**config.mk**
```make
export PLATFORM = sky130hd
export DESIGN_NAME = ysyx_22050710_axi4_arbiter_2x1
export DESIGN_NICKNAME = d
export VERILOG_FILES = /design/src/rtl/ysyx_22050710_axi4_arbiter_2x1.sv
export SDC_FILE = /design/constraint.sdc
export NUM_CORES = 1
export LEC_CHECK = 0
export ABC_AREA = 1
export CAP_MARGIN = 15
export CORE_AREA = 5 5 304 306
export DETAILED_ROUTE_END_ITERATION = 10
export DIE_AREA = 0 0 309 311
export SLEW_MARGIN = 15
export SYNTH_ARGS = -nofsm -noshare
export SYNTH_HDL_FRONTEND = slang
export SYNTH_SLANG_ARGS = --single-unit
export TNS_END_PERCENT = 50
```
**constraint.sdc**
```tcl
create_clock -name i_aclk -period 2.7 [get_ports i_aclk]
set_clock_uncertainty 0.2 [all_clocks]
set_input_delay 0.27 -clock i_aclk [delete_from_list [all_inputs] [get_ports i_aclk]]
set_output_delay 0.27 -clock i_aclk [all_outputs]
set_load 0.05 [all_outputs]
```
**src/rtl/ysyx_22050710_axi4_arbiter_2x1.sv**
```systemverilog
`default_nettype none
// ============================================================================
// Module   : ysyx_22050710_axi4_arbiter_2x1
// Purpose  : Two-master (IFU=M0, LSU=M1) to one-slave AXI4 arbiter with
//            independent round-robin read and write paths.
// Revision : 1.0 - initial release
// ============================================================================
module ysyx_22050710_axi4_arbiter_2x1 #(
    parameter int DATA_WIDTH = 64,
    parameter int ADDR_WIDTH = 32,
    parameter int STRB_WIDTH = DATA_WIDTH / 8
) (
    input  logic                  i_aclk,
    input  logic                  i_rst,
    // master 0 read
    input  logic [3:0]            i_m0_arid,
    input  logic [ADDR_WIDTH-1:0] i_m0_araddr,
    input  logic [7:0]            i_m0_arlen,
    input  logic [2:0]            i_m0_arsize,
    input  logic [1:0]            i_m0_arburst,
    input  logic                  i_m0_arvalid,
    output logic                  o_m0_arready,
    output logic [3:0]            o_m0_rid,
    output logic [DATA_WIDTH-1:0] o_m0_rdata,
    output logic [1:0]            o_m0_rresp,
    output logic                  o_m0_rlast,
    output logic                  o_m0_rvalid,
    input  logic                  i_m0_rready,
    // master 0 write
    input  logic [3:0]            i_m0_awid,
    input  logic [ADDR_WIDTH-1:0] i_m0_awaddr,
    input  logic [7:0]            i_m0_awlen,
    input  logic [2:0]            i_m0_awsize,
    input  logic [1:0]            i_m0_awburst,
    input  logic                  i_m0_awvalid,
    output logic                  o_m0_awready,
    input  logic [DATA_WIDTH-1:0] i_m0_wdata,
    input  logic [STRB_WIDTH-1:0] i_m0_wstrb,
    input  logic                  i_m0_wlast,
    input  logic                  i_m0_wvalid,
    output logic                  o_m0_wready,
    output logic [3:0]            o_m0_bid,
    output logic [1:0]            o_m0_bresp,
    output logic                  o_m0_bvalid,
    input  logic                  i_m0_bready,
    // master 1 read
    input  logic [3:0]            i_m1_arid,
    input  logic [ADDR_WIDTH-1:0] i_m1_araddr,
    input  logic [7:0]            i_m1_arlen,
    input  logic [2:0]            i_m1_arsize,
    input  logic [1:0]            i_m1_arburst,
    input  logic                  i_m1_arvalid,
    output logic                  o_m1_arready,
    output logic [3:0]            o_m1_rid,
    output logic [DATA_WIDTH-1:0] o_m1_rdata,
    output logic [1:0]            o_m1_rresp,
    output logic                  o_m1_rlast,
    output logic                  o_m1_rvalid,
    input  logic                  i_m1_rready,
    // master 1 write
    input  logic [3:0]            i_m1_awid,
    input  logic [ADDR_WIDTH-1:0] i_m1_awaddr,
    input  logic [7:0]            i_m1_awlen,
    input  logic [2:0]            i_m1_awsize,
    input  logic [1:0]            i_m1_awburst,
    input  logic                  i_m1_awvalid,
    output logic                  o_m1_awready,
    input  logic [DATA_WIDTH-1:0] i_m1_wdata,
    input  logic [STRB_WIDTH-1:0] i_m1_wstrb,
    input  logic                  i_m1_wlast,
    input  logic                  i_m1_wvalid,
    output logic                  o_m1_wready,
    output logic [3:0]            o_m1_bid,
    output logic [1:0]            o_m1_bresp,
    output logic                  o_m1_bvalid,
    input  logic                  i_m1_bready,
    // slave read
    output logic [3:0]            o_s_arid,
    output logic [ADDR_WIDTH-1:0] o_s_araddr,
    output logic [7:0]            o_s_arlen,
    output logic [2:0]            o_s_arsize,
    output logic [1:0]            o_s_arburst,
    output logic [1:0]            o_s_arlock,
    output logic [3:0]            o_s_arcache,
    output logic [2:0]            o_s_arprot,
    output logic                  o_s_arvalid,
    input  logic                  i_s_arready,
    input  logic [3:0]            i_s_rid,
    input  logic [DATA_WIDTH-1:0] i_s_rdata,
    input  logic [1:0]            i_s_rresp,
    input  logic                  i_s_rlast,
    input  logic                  i_s_rvalid,
    output logic                  o_s_rready,
    // slave write
    output logic [3:0]            o_s_awid,
    output logic [ADDR_WIDTH-1:0] o_s_awaddr,
    output logic [7:0]            o_s_awlen,
    output logic [2:0]            o_s_awsize,
    output logic [1:0]            o_s_awburst,
    output logic [1:0]            o_s_awlock,
    output logic [3:0]            o_s_awcache,
    output logic [2:0]            o_s_awprot,
    output logic                  o_s_awvalid,
    input  logic                  i_s_awready,
    output logic [DATA_WIDTH-1:0] o_s_wdata,
    output logic [STRB_WIDTH-1:0] o_s_wstrb,
    output logic                  o_s_wlast,
    output logic                  o_s_wvalid,
    input  logic                  i_s_wready,
    input  logic [3:0]            i_s_bid,
    input  logic [1:0]            i_s_bresp,
    input  logic                  i_s_bvalid,
    output logic                  o_s_bready
);

    typedef enum logic [1:0] {
        RD_IDLE = 2'd0,
        RD_ADDR = 2'd1,
        RD_DATA = 2'd2
    } rd_state_t;

    typedef enum logic [1:0] {
        WR_IDLE = 2'd0,
        WR_ADDR = 2'd1,
        WR_DATA = 2'd2,
        WR_RESP = 2'd3
    } wr_state_t;

    rd_state_t r_rd_state;
    logic      r_rd_gnt;
    logic      r_rd_last;
    wr_state_t r_wr_state;
    logic      r_wr_gnt;
    logic      r_wr_last;

    logic w_rd_addr, w_rd_data;
    logic w_wr_addr, w_wr_data, w_wr_resp;
    logic w_s_ar_fire, w_s_r_fire, w_s_aw_fire, w_s_w_fire, w_s_b_fire;

    assign w_rd_addr = (r_rd_state == RD_ADDR);
    assign w_rd_data = (r_rd_state == RD_DATA);
    assign w_wr_addr = (r_wr_state == WR_ADDR);
    assign w_wr_data = (r_wr_state == WR_DATA);
    assign w_wr_resp = (r_wr_state == WR_RESP);

    // ------------------------------------------------------------------
    // Read path: a tie goes to the master that was not served last
    // ------------------------------------------------------------------
    always_ff @(posedge i_aclk) begin
        if (i_rst) begin
            r_rd_state <= RD_IDLE;
            r_rd_gnt   <= 1'b0;
            r_rd_last  <= 1'b1;
        end else begin
            case (r_rd_state)
                RD_IDLE: begin
                    if (i_m0_arvalid || i_m1_arvalid) begin
                        r_rd_gnt   <= (i_m0_arvalid && i_m1_arvalid) ? ~r_rd_last : i_m1_arvalid;
                        r_rd_state <= RD_ADDR;
                    end
                end
                RD_ADDR: begin
                    if (w_s_ar_fire) r_rd_state <= RD_DATA;
                end
                RD_DATA: begin
                    if (w_s_r_fire && i_s_rlast) begin
                        r_rd_last  <= r_rd_gnt;
                        r_rd_state <= RD_IDLE;
                    end
                end
                default: r_rd_state <= RD_IDLE;
            endcase
        end
    end

    assign o_s_arid    = r_rd_gnt ? i_m1_arid    : i_m0_arid;
    assign o_s_araddr  = r_rd_gnt ? i_m1_araddr  : i_m0_araddr;
    assign o_s_arlen   = r_rd_gnt ? i_m1_arlen   : i_m0_arlen;
    assign o_s_arsize  = r_rd_gnt ? i_m1_arsize  : i_m0_arsize;
    assign o_s_arburst = r_rd_gnt ? i_m1_arburst : i_m0_arburst;
    assign o_s_arlock  = 2'b00;
    assign o_s_arcache = 4'b0000;
    assign o_s_arprot  = 3'b000;
    assign o_s_arvalid = w_rd_addr & (r_rd_gnt ? i_m1_arvalid : i_m0_arvalid);
    assign o_m0_arready = w_rd_addr & ~r_rd_gnt & i_s_arready;
    assign o_m1_arready = w_rd_addr &  r_rd_gnt & i_s_arready;
    assign w_s_ar_fire  = o_s_arvalid & i_s_arready;

    assign o_m0_rid    = i_s_rid;
    assign o_m0_rdata  = i_s_rdata;
    assign o_m0_rresp  = i_s_rresp;
    assign o_m0_rlast  = w_rd_data & ~r_rd_gnt & i_s_rlast;
    assign o_m0_rvalid = w_rd_data & ~r_rd_gnt & i_s_rvalid;
    assign o_m1_rid    = i_s_rid;
    assign o_m1_rdata  = i_s_rdata;
    assign o_m1_rresp  = i_s_rresp;
    assign o_m1_rlast  = w_rd_data &  r_rd_gnt & i_s_rlast;
    assign o_m1_rvalid = w_rd_data &  r_rd_gnt & i_s_rvalid;
    assign o_s_rready  = w_rd_data & (r_rd_gnt ? i_m1_rready : i_m0_rready);
    assign w_s_r_fire  = i_s_rvalid & o_s_rready;

    // ------------------------------------------------------------------
    // Write path: grant is held from AW through the B handshake
    // ------------------------------------------------------------------
    always_ff @(posedge i_aclk) begin
        if (i_rst) begin
            r_wr_state <= WR_IDLE;
            r_wr_gnt   <= 1'b0;
            r_wr_last  <= 1'b1;
        end else begin
            case (r_wr_state)
                WR_IDLE: begin
                    if (i_m0_awvalid || i_m1_awvalid) begin
                        r_wr_gnt   <= (i_m0_awvalid && i_m1_awvalid) ? ~r_wr_last : i_m1_awvalid;
                        r_wr_state <= WR_ADDR;
                    end
                end
                WR_ADDR: begin
                    if (w_s_aw_fire) r_wr_state <= WR_DATA;
                end
                WR_DATA: begin
                    if (w_s_w_fire && o_s_wlast) r_wr_state <= WR_RESP;
                end
                WR_RESP: begin
                    if (w_s_b_fire) begin
                        r_wr_last  <= r_wr_gnt;
                        r_wr_state <= WR_IDLE;
                    end
                end
                default: r_wr_state <= WR_IDLE;
            endcase
        end
    end

    assign o_s_awid    = r_wr_gnt ? i_m1_awid    : i_m0_awid;
    assign o_s_awaddr  = r_wr_gnt ? i_m1_awaddr  : i_m0_awaddr;
    assign o_s_awlen   = r_wr_gnt ? i_m1_awlen   : i_m0_awlen;
    assign o_s_awsize  = r_wr_gnt ? i_m1_awsize  : i_m0_awsize;
    assign o_s_awburst = r_wr_gnt ? i_m1_awburst : i_m0_awburst;
    assign o_s_awlock  = 2'b00;
    assign o_s_awcache = 4'b0000;
    assign o_s_awprot  = 3'b000;
    assign o_s_awvalid = w_wr_addr & (r_wr_gnt ? i_m1_awvalid : i_m0_awvalid);
    assign o_m0_awready = w_wr_addr & ~r_wr_gnt & i_s_awready;
    assign o_m1_awready = w_wr_addr &  r_wr_gnt & i_s_awready;
    assign w_s_aw_fire  = o_s_awvalid & i_s_awready;

    assign o_s_wdata   = r_wr_gnt ? i_m1_wdata : i_m0_wdata;
    assign o_s_wstrb   = r_wr_gnt ? i_m1_wstrb : i_m0_wstrb;
    assign o_s_wlast   = w_wr_data & (r_wr_gnt ? i_m1_wlast  : i_m0_wlast);
    assign o_s_wvalid  = w_wr_data & (r_wr_gnt ? i_m1_wvalid : i_m0_wvalid);
    assign o_m0_wready = w_wr_data & ~r_wr_gnt & i_s_wready;
    assign o_m1_wready = w_wr_data &  r_wr_gnt & i_s_wready;
    assign w_s_w_fire  = o_s_wvalid & i_s_wready;

    assign o_m0_bid    = i_s_bid;
    assign o_m0_bresp  = i_s_bresp;
    assign o_m0_bvalid = w_wr_resp & ~r_wr_gnt & i_s_bvalid;
    assign o_m1_bid    = i_s_bid;
    assign o_m1_bresp  = i_s_bresp;
    assign o_m1_bvalid = w_wr_resp &  r_wr_gnt & i_s_bvalid;
    assign o_s_bready  = w_wr_resp & (r_wr_gnt ? i_m1_bready : i_m0_bready);
    assign w_s_b_fire  = i_s_bvalid & o_s_bready;

endmodule
`default_nettype wire

```
# After elaboration in Yosys (flattened, before gate mapping)

Cells that the tools add are included.

Bits in registers: 8
Input port bits: 436
Output and inout bits: 358
Word-level logic and storage cells: 98

Eq/ne operators: 12
Multiplexer cells: 29
Bitwise operators: 37
Reduce and logical (&&, ||, !) cells: 14

Operators by type and width:

| cell                 | number |
|---|---|
| $mux W32             | 2 |
| $mux W64             | 1 |
| $and A1 B1 Y1        | 33 |
| $mux W8              | 3 |
| $mux W2              | 9 |
| $ne A2 B1 Y1 const B | 5 |
| $mux W1              | 8 |
| $mux W4              | 2 |
| $pmux W2 S4          | 1 |
| $reduce_and A2 Y1    | 4 |
| $eq A2 B2 Y1 const B | 3 |
| $mux W3              | 2 |
| $pmux W2 S3          | 1 |
| $eq A2 B1 Y1 const B | 2 |
| $logic_and A1 B1 Y1  | 4 |
| $logic_not A2 Y1     | 2 |
| $ne A2 B2 Y1 const B | 2 |
| $not A1 Y1           | 4 |
| $reduce_and A4 Y1    | 1 |
| $reduce_and A3 Y1    | 1 |
| $logic_or A1 B1 Y1   | 2 |

# Depth between registers and ports, before layout

Gate-level depths: netlist (run 1).

Depth after elaboration: 6
Mapped depth: 10
Mapped depth without buffers: 10

# Worst setup path before layout (run 1)

No wires, ideal clock.

Path type: reg2out
Start: register r_rd_gnt
End: output o_m1_arready
Data arrival time: 1840 ps
Required time: 2230 ps
Setup slack: 390 ps
Stages on the path, launching flop included: 5
Path buffers: 2
Cell sequence: dfxtp_1 > buf_2 > inv_2 > clkbuf_1 > nor3_1

Word-level cells in the longest chain between the ends: 2

RTL lines:

| item                        | RTL line | RTL |
|---|---|---|
| start: declaration          | 130      | `logic r_rd_gnt;` |
| start signal: assignment    | 158      | `r_rd_gnt <= (i_m0_arvalid && i_m1_arvalid) ? ~r_rd_last : i_m1_arvalid;` |
| $and A1 B1 Y1 (2 in series) | 186      | `assign o_m1_arready = w_rd_addr & r_rd_gnt & i_s_arready;` |
| end: declaration            | 53       | `output logic o_m1_arready,` |

No other way between the ends.

# Worst setup path after layout (run 1)

Start: register r_rd_gnt
End: output o_s_arvalid

Word-level cells in the longest chain between the ends: 2

RTL lines:

| item             | RTL line | RTL |
|---|---|---|
| $mux W1          | 184      | `assign o_s_arvalid = w_rd_addr & (r_rd_gnt ? i_m1_arvalid : i_m0_arvalid);` |
| $and A1 B1 Y1    | 184      |  |
| end: declaration | 86       | `output logic o_s_arvalid,` |

No other way between the ends.

==> results of run 1 <==
-- worst max path at each step --
stage	from	cells past startpoint	slack, ns	to
after CTS	r_wr_gnt	6	0.46	o_s_bready
after global placement	r_wr_gnt	9	0.59	r_wr_state[1]
final	r_rd_gnt	4	0.56	o_s_arvalid
after global routing	r_rd_gnt	5	0.37	o_s_arlen[0]
after floorplan	r_rd_gnt	4	0.39	o_m1_arready
after detailed placement	r_wr_gnt	9	0.63	r_wr_state[1]
-- state kept, by name (all words and copies together), names as in the netlist --
signal	count
r_rd_gnt	1
r_rd_last	1
r_rd_state	2
r_wr_gnt	1
r_wr_last	1
r_wr_state	2
-- where the power goes --
group	switching (mW)	internal, mW
registers	0.0275	0.143
logic	3.01	1.84
clock network	0.0740	0.198
total	3.11	2.18
-- worst max-delay path, cell delays in order, from the launching register on --
cell and delay [ns]:
dfxtp_2 0.32, buf_4 0.45, nand2_1 0.11, a21oi_1 0.33, buf_12 0.20
-- per-stage QoR --
stage	cells	hold WS (ns)	setup WS (ns)	cell area [µm²]
finish	2373	0.2862	0.5583	10730
global placement	2366	0.2670	0.5895	10640
global route	2372	0.3221	0.3681	10730
CTS	2370	0.2897	0.4619	10720
detailed placement	2366	0.2768	0.6279	10640
floorplan	844	0.1391	0.3899	4050
-- cells by family after synthesis --
group | count (synthesis) | synth area share
adders and majority gates | 4 | 0.01256
AOI/OAI and AO/OA | 14 | 0.01820
DFF | 8 | 0.04017
and+or+nand+nor | 569 | 0.5421
buffers and inverters | 231 | 0.3861
other | 1 | 0.0009407
-- layout make-up --
| class | count | area [µm²] |
|---|---|---|
| Multi-Input combinational cell | 605 | 2351 |
| Tap cell | 1176 | 1471 |
| Fill cell | 10370 | 78600 |
| Sequential cell | 8 | 165.2 |
| Antenna cell | 3 | 7.507 |
| Timing Repair Buffer | 555 | 6566 |
| Clock buffer | 4 | 78.83 |
| Inverter | 22 | 87.58 |
-- cells in the final DEF (no fill, tap or decap) --
cell type and instances:
buf_12 120, ha_1 4, o211ai_1 1, inv_1 20, clkbuf_1 1, nand2_1 540, dfxtp_1 6, diode_2 3
conb_1 18, nand3_1 10, inv_6 1, nor3_1 8, a21oi_1 10, dfxtp_4 1, clkbuf_16 3, o21ai_0 3
inv_2 1, clkdlybuf4s50_1 359, nand4_1 1, buf_4 76, nor2_1 10, dfxtp_2 1
-- layer usage --
| metal | wire length, µm | vias to the layer above | part of all wire | global-route usage |
|---|---|---|---|---|
| met5 | 97 | - | 0.0018 | 0 |
| met4 | 459 | 16 | 0.0085 | 0.01268 |
| met3 | 8457 | 45 | 0.16 | 0.06126 |
| met2 | 23220 | 550 | 0.43 | 0.1643 |
| met1 | 21820 | 2627 | 0.40 | 0.1273 |
| li1 | - | 3011 | - | - |
==> flow_metrics.py, run 1 <==
metrics = {
    "setup_path": {
        "worst-path-max-fanout": 54,
        "cp-end-kind": "output port",
        "criticalPathCategory": "flip-flop to output port",
        "r2r-end": "r_wr_state[1]",
        "r2r.worst_path.cells": 9,
        "rr_startpoint": "r_wr_gnt",
        "arrival_ns": 1.67,
        "critPathLaunchType": "flip-flop",
        "cp.required_ns": 2.23,
        "r2r_slack_ns": 0.74,
    },
    "yosys": {
        "synth_area_leaders": "nand2_1, buf_4, dfxtp_1, buf_2, inv_1",
        "synth_flop_cell": "dfxtp_1",
        "synth_area_um2": 3986,
        "synth_most_common_cell": "nand2_1",
        "synth_top_cell_by_area": "nand2_1",
        "yosysSeqAreaShare": 0.04018,
        "async_flop_share": 0,
        "yosysTopAreaCellShare": 0.5085,
        "synthDistinctLibCells": 18,
        "synth_cells": 827,
        "avgSynthCellArea_um2": 4.820,
        "ys_top_cells_by_count": "nand2_1, buf_4, inv_1, clkbuf_1, buf_2",
        "synth-edff-count": 0,
        "ys_warn_count": 0,
        "ys_seq_elements": 8,
    },
    "sta": {
        "layout_worst_path_cycle_share": 0.7932,
        "rsz0062_at_grt": "false",
        "relSlewSlack": 0.6382,
        "max_freq_mhz": 466.9,
        "min_period_ns": 2.142,
        "slew_violations": 0,
        "fin_setup_tns_ns": 0,
        "hold_viol_final": 0,
        "worst_pin_slew_ns": 0.5386,
        "setup-violations-final": 0,
    },
    "placed_design": {
        "io_buffers": 547,
        "hpwl_um": 50410,
        "routabilityCongestion": 0.7786,
    },
    "floorplanning": {
        "num_rows": 110,
        "initial_core_util": 0.04463,
        "die_area_um2": 96100,
        "dieWidth_um": 309,
        "ios": 794,
        "die_h_um": 311,
        "core_um2": 89320,
    },
    "worst_hold_path": {
        "hold_path.class": "flip-flop to flip-flop",
        "hp-start": "r_rd_last",
        "hold-path-endpoint": "r_rd_last",
        "hold_path_depth": 2,
    },
    "global_routing": {
        "gr-total-overflow": 0,
        "grt_util_all_layers": 0.1045,
        "grt_max_degree": 55,
        "antenna_found_initial": 17,
        "grt_pass1_vias": 6248,
        "grt_pass1_wl_um": 65570,
    },
    "cts": {
        "postCtsSetupRepairBufs": 0,
        "htree_num_levels": 1,
        "cts_tree": "built",
        "cts_resized": 0,
        "cts.sinks": 8,
        "cts.clk_slew.worst_paths_ns": 0.04,
        "cts-root-buf": "clkbuf_16",
        "cts_buffers": 3,
        "hold_buffers": 0,
        "cts_buffer_depth": 2,
        "clk_latency_ns": 0.24,
    },
    "detailed_routing": {
        "vias_per_cell": 2.633,
        "wl_per_cell_um": 22.78,
        "vias": 6249,
        "drtAntennaViolNets": 0,
        "drt_iter0_drc": 280,
        "drc": 0,
        "drt_first_pass_iters": 4,
        "routed_wl_um": 54060,
    },
    "job": {
        "maxCapViolCount": 0,
    },
    "final_layout": {
        "final_layout_size_suffix_gt1_frac": 0.1700,
        "nNetsFinal": 1635,
        "final_util": 0.1201,
        "area_growth_syn_to_layout_pct": 169.1,
    },
    "power_and_ir_drop": {
        "p_total_mw": 5.295,
        "power.density_nw_per_um2": 493.6,
        "max-vdd-ir-drop_mv": 0.1484,
        "power.leakage_nw": 4.764,
    },
    "status": {
        "status": "finished clean",
    },
}
No activity file was read; power rests on OpenSTA's default activity.
==> inputs of run 2 (changes only) <==
CORE_AREA = 5 5 302 304   (was 5 5 304 306)
DIE_AREA = 0 0 307 309   (was 0 0 309 311)
clock period = 2.2 ns   (was 2.7 ns; I/O delays follow)
==> run 2 against run 1 <==
Compared with the run above:
- utilization increased by 0.73 points
- die area fell by 1.3%
- combinational power increased by 31%
- sequential share of layout area is 0.066 points lower
- setup slack worse by 0.46 ns
- cell count increased by 0.13%
- clock power increased by 18%
- hold slack worse by 0.046 ns
- largest cell class unchanged
- highest routed layer unchanged
==> flow_metrics.py, run 2 (same netlist as run 1, synthesis figures left out) <==
metrics = {
    "power_and_ir_drop": {
        "combPwrFrac": 0.923,
        "p_total_mw": 6.854,
        "max-vdd-ir-drop_mv": 0.2736,
        "p_int_mw": 2.859,
        "clkPwrFrac": 0.047,
        "p_switching_mw": 3.994,
        "power.density_nw_per_um2": 611.7,
        "power.leakage_nw": 4.956,
        "p_seq_frac": 0.030,
        "swShare": 0.5828,
    },
    "cts": {
        "cts-root-buf": "clkbuf_16",
        "htree_num_levels": 1,
        "cts_tree": "built",
        "cts.clk_slew.worst_paths_ns": 0.04,
        "cts_buffers": 3,
        "cts.sinks": 8,
        "clk_latency_ns": 0.23,
        "cts_buffer_depth": 2,
        "hold_buffers": 0,
    },
    "floorplanning": {
        "initial_core_util": 0.04532,
        "num_rows": 109,
        "die_area_um2": 94860,
        "core_um2": 87970,
        "die_h_um": 309,
        "dieWidth_um": 307,
        "ios": 794,
    },
    "detailed_routing": {
        "drc": 0,
        "vias_per_cell": 2.660,
        "routed_wl_um": 57670,
        "drtAntennaViolNets": 0,
        "drt_iter0_drc": 347,
        "wl_per_cell_um": 24.27,
        "drt_first_pass_iters": 4,
        "vias": 6319,
    },
    "placed_design": {
        "placed_cells_incl_taps": 2370,
        "io_buffers": 547,
        "dpl_cell_area_um2": 11110,
        "routabilityCongestion": 0.8547,
        "hpwl_um": 53960,
    },
    "sta": {
        "rsz0062_at_grt": "false",
        "worst_pin_slew_ns": 0.5910,
        "fin_hold_ws_ns": 0.2400,
        "slew_violations": 0,
        "max_freq_mhz": 476.8,
        "setup-violations-final": 0,
        "hold_viol_final": 0,
        "relSlewSlack": 0.6029,
        "min_period_ns": 2.097,
        "layout_worst_path_cycle_share": 0.9533,
    },
    "global_routing": {
        "gr-total-overflow": 0,
        "grt_pass1_vias": 6408,
        "grt_max_degree": 60,
        "grt_pass1_wl_um": 69990,
        "grt_util_all_layers": 0.1133,
        "antenna_found_initial": 10,
    },
    "worst_hold_path": {
        "hp-start": "i_s_rdata[9]",
        "hold_path_depth": 0,
        "hold_path.class": "primary input to output port",
        "hold-path-endpoint": "o_m1_rdata[9]",
    },
    "setup_path": {
        "r2r.worst_path.cells": 9,
        "arrival_ns": 1.68,
        "crit_start": "r_wr_gnt",
        "critPathLaunchType": "flip-flop",
        "r2r_slack_ns": 0.26,
        "cp-end-kind": "output port",
        "worst-path-max-fanout": 16,
        "criticalPathCategory": "flip-flop to output port",
        "cp.required_ns": 1.78,
        "rr_startpoint": "r_wr_gnt",
        "r2r-end": "r_wr_state[1]",
    },
    "final_layout": {
        "area_growth_syn_to_layout_pct": 181.1,
        "fill_cells": 10230,
        "final_cell_mix": "nand2_1, clkdlybuf4s50_1, buf_12",
        "fin_cells": 2376,
        "final_common_cell": "nand2_1",
        "nNetsFinal": 1650,
        "final_layout_size_suffix_gt1_frac": 0.1836,
        "final_util": 0.1274,
        "reg_top3": "r_rd_state x2, r_wr_state x2",
        "fin_area_um2": 11200,
    },
    "job": {
        "maxCapViolCount": 0,
    },
    "status": {
        "status": "finished clean",
    },
}
## run 2: worst max-delay path by stage
stage | cells after the start | slack, ns | endpoint
6_report | 6 | 0.10 | o_s_bready
3_3_place_gp | 9 | -0.04 | r_wr_state[1]
4_1_cts | 6 | 0.02 | o_s_bready
3_5_place_dp | 9 | 0.03 | r_wr_state[1]
2_1_floorplan | 4 | -0.01 | o_m1_awready
5_1_grt | 6 | 0.0001 | o_s_bready
## run 2: per-stage QoR
stage / TNS [ns] / setup slack (ns)
CTS: 0 / 0.01973
finish: 0 / 0.1027
global route: 0 / 0.0001035
floorplan: -0.03397 / -0.01317
detailed placement: 0 / 0.03185
global placement: -0.04146 / -0.04146
## run 2: power by group through the flow
stage | Sequential [mW] | Combinational [mW] | Clock [mW]
6_report | 0.205 | 6.33 | 0.320
3_5_place_dp | 0.206 | 6.52 | 0
5_1_grt | 0.207 | 6.70 | 0.338
3_3_place_gp | 0.201 | 6.55 | 0
2_1_floorplan | 0.194 | 3.46 | 0
4_1_cts | 0.204 | 6.56 | 0.323
## run 2: final cells by class
type                            count  area [µm²]  area share
Clock buffer                        4       78.83    0.007035
Timing Repair Buffer              570        7042      0.6285
Antenna cell                        2       5.005   0.0004467
Sequential cell                     8       165.2     0.01474
Tap cell                         1165        1458      0.1301
Multi-Input combinational cell    605        2369      0.2114
Inverter                           22       87.58    0.007817
## run 2: timing repair
action | CTS | global route
endpoints found under the setup margin | 2 | 1
gates resized for setup | 2 | 1
buffers inserted | 0 | 0
## run 2: critical path: stages (launching register included)
cell,delay [ns]
dfxtp_4,0.37
buf_12,0.20
nand2_1,0.14
nand2_2,0.21
nand2_1,0.10
inv_1,0.18
buf_12,0.17
## run 2: per-layer routing
metal / part of all wire / track usage / up-vias
li1: - / - / 3039
met1: 0.43 / 0.1463 / 2683
met2: 0.43 / 0.1769 / 541
met3: 0.13 / 0.05813 / 46
met4: 0.0081 / 0.009565 / 10
met5: 0.0012 / 0 / -
==> inputs of run 3 (changes only) <==
CAP_MARGIN = not set   (was 15)
==> results of run 3 <==
Same layout as run 2: the final DEF is identical, and so are final timing and power.
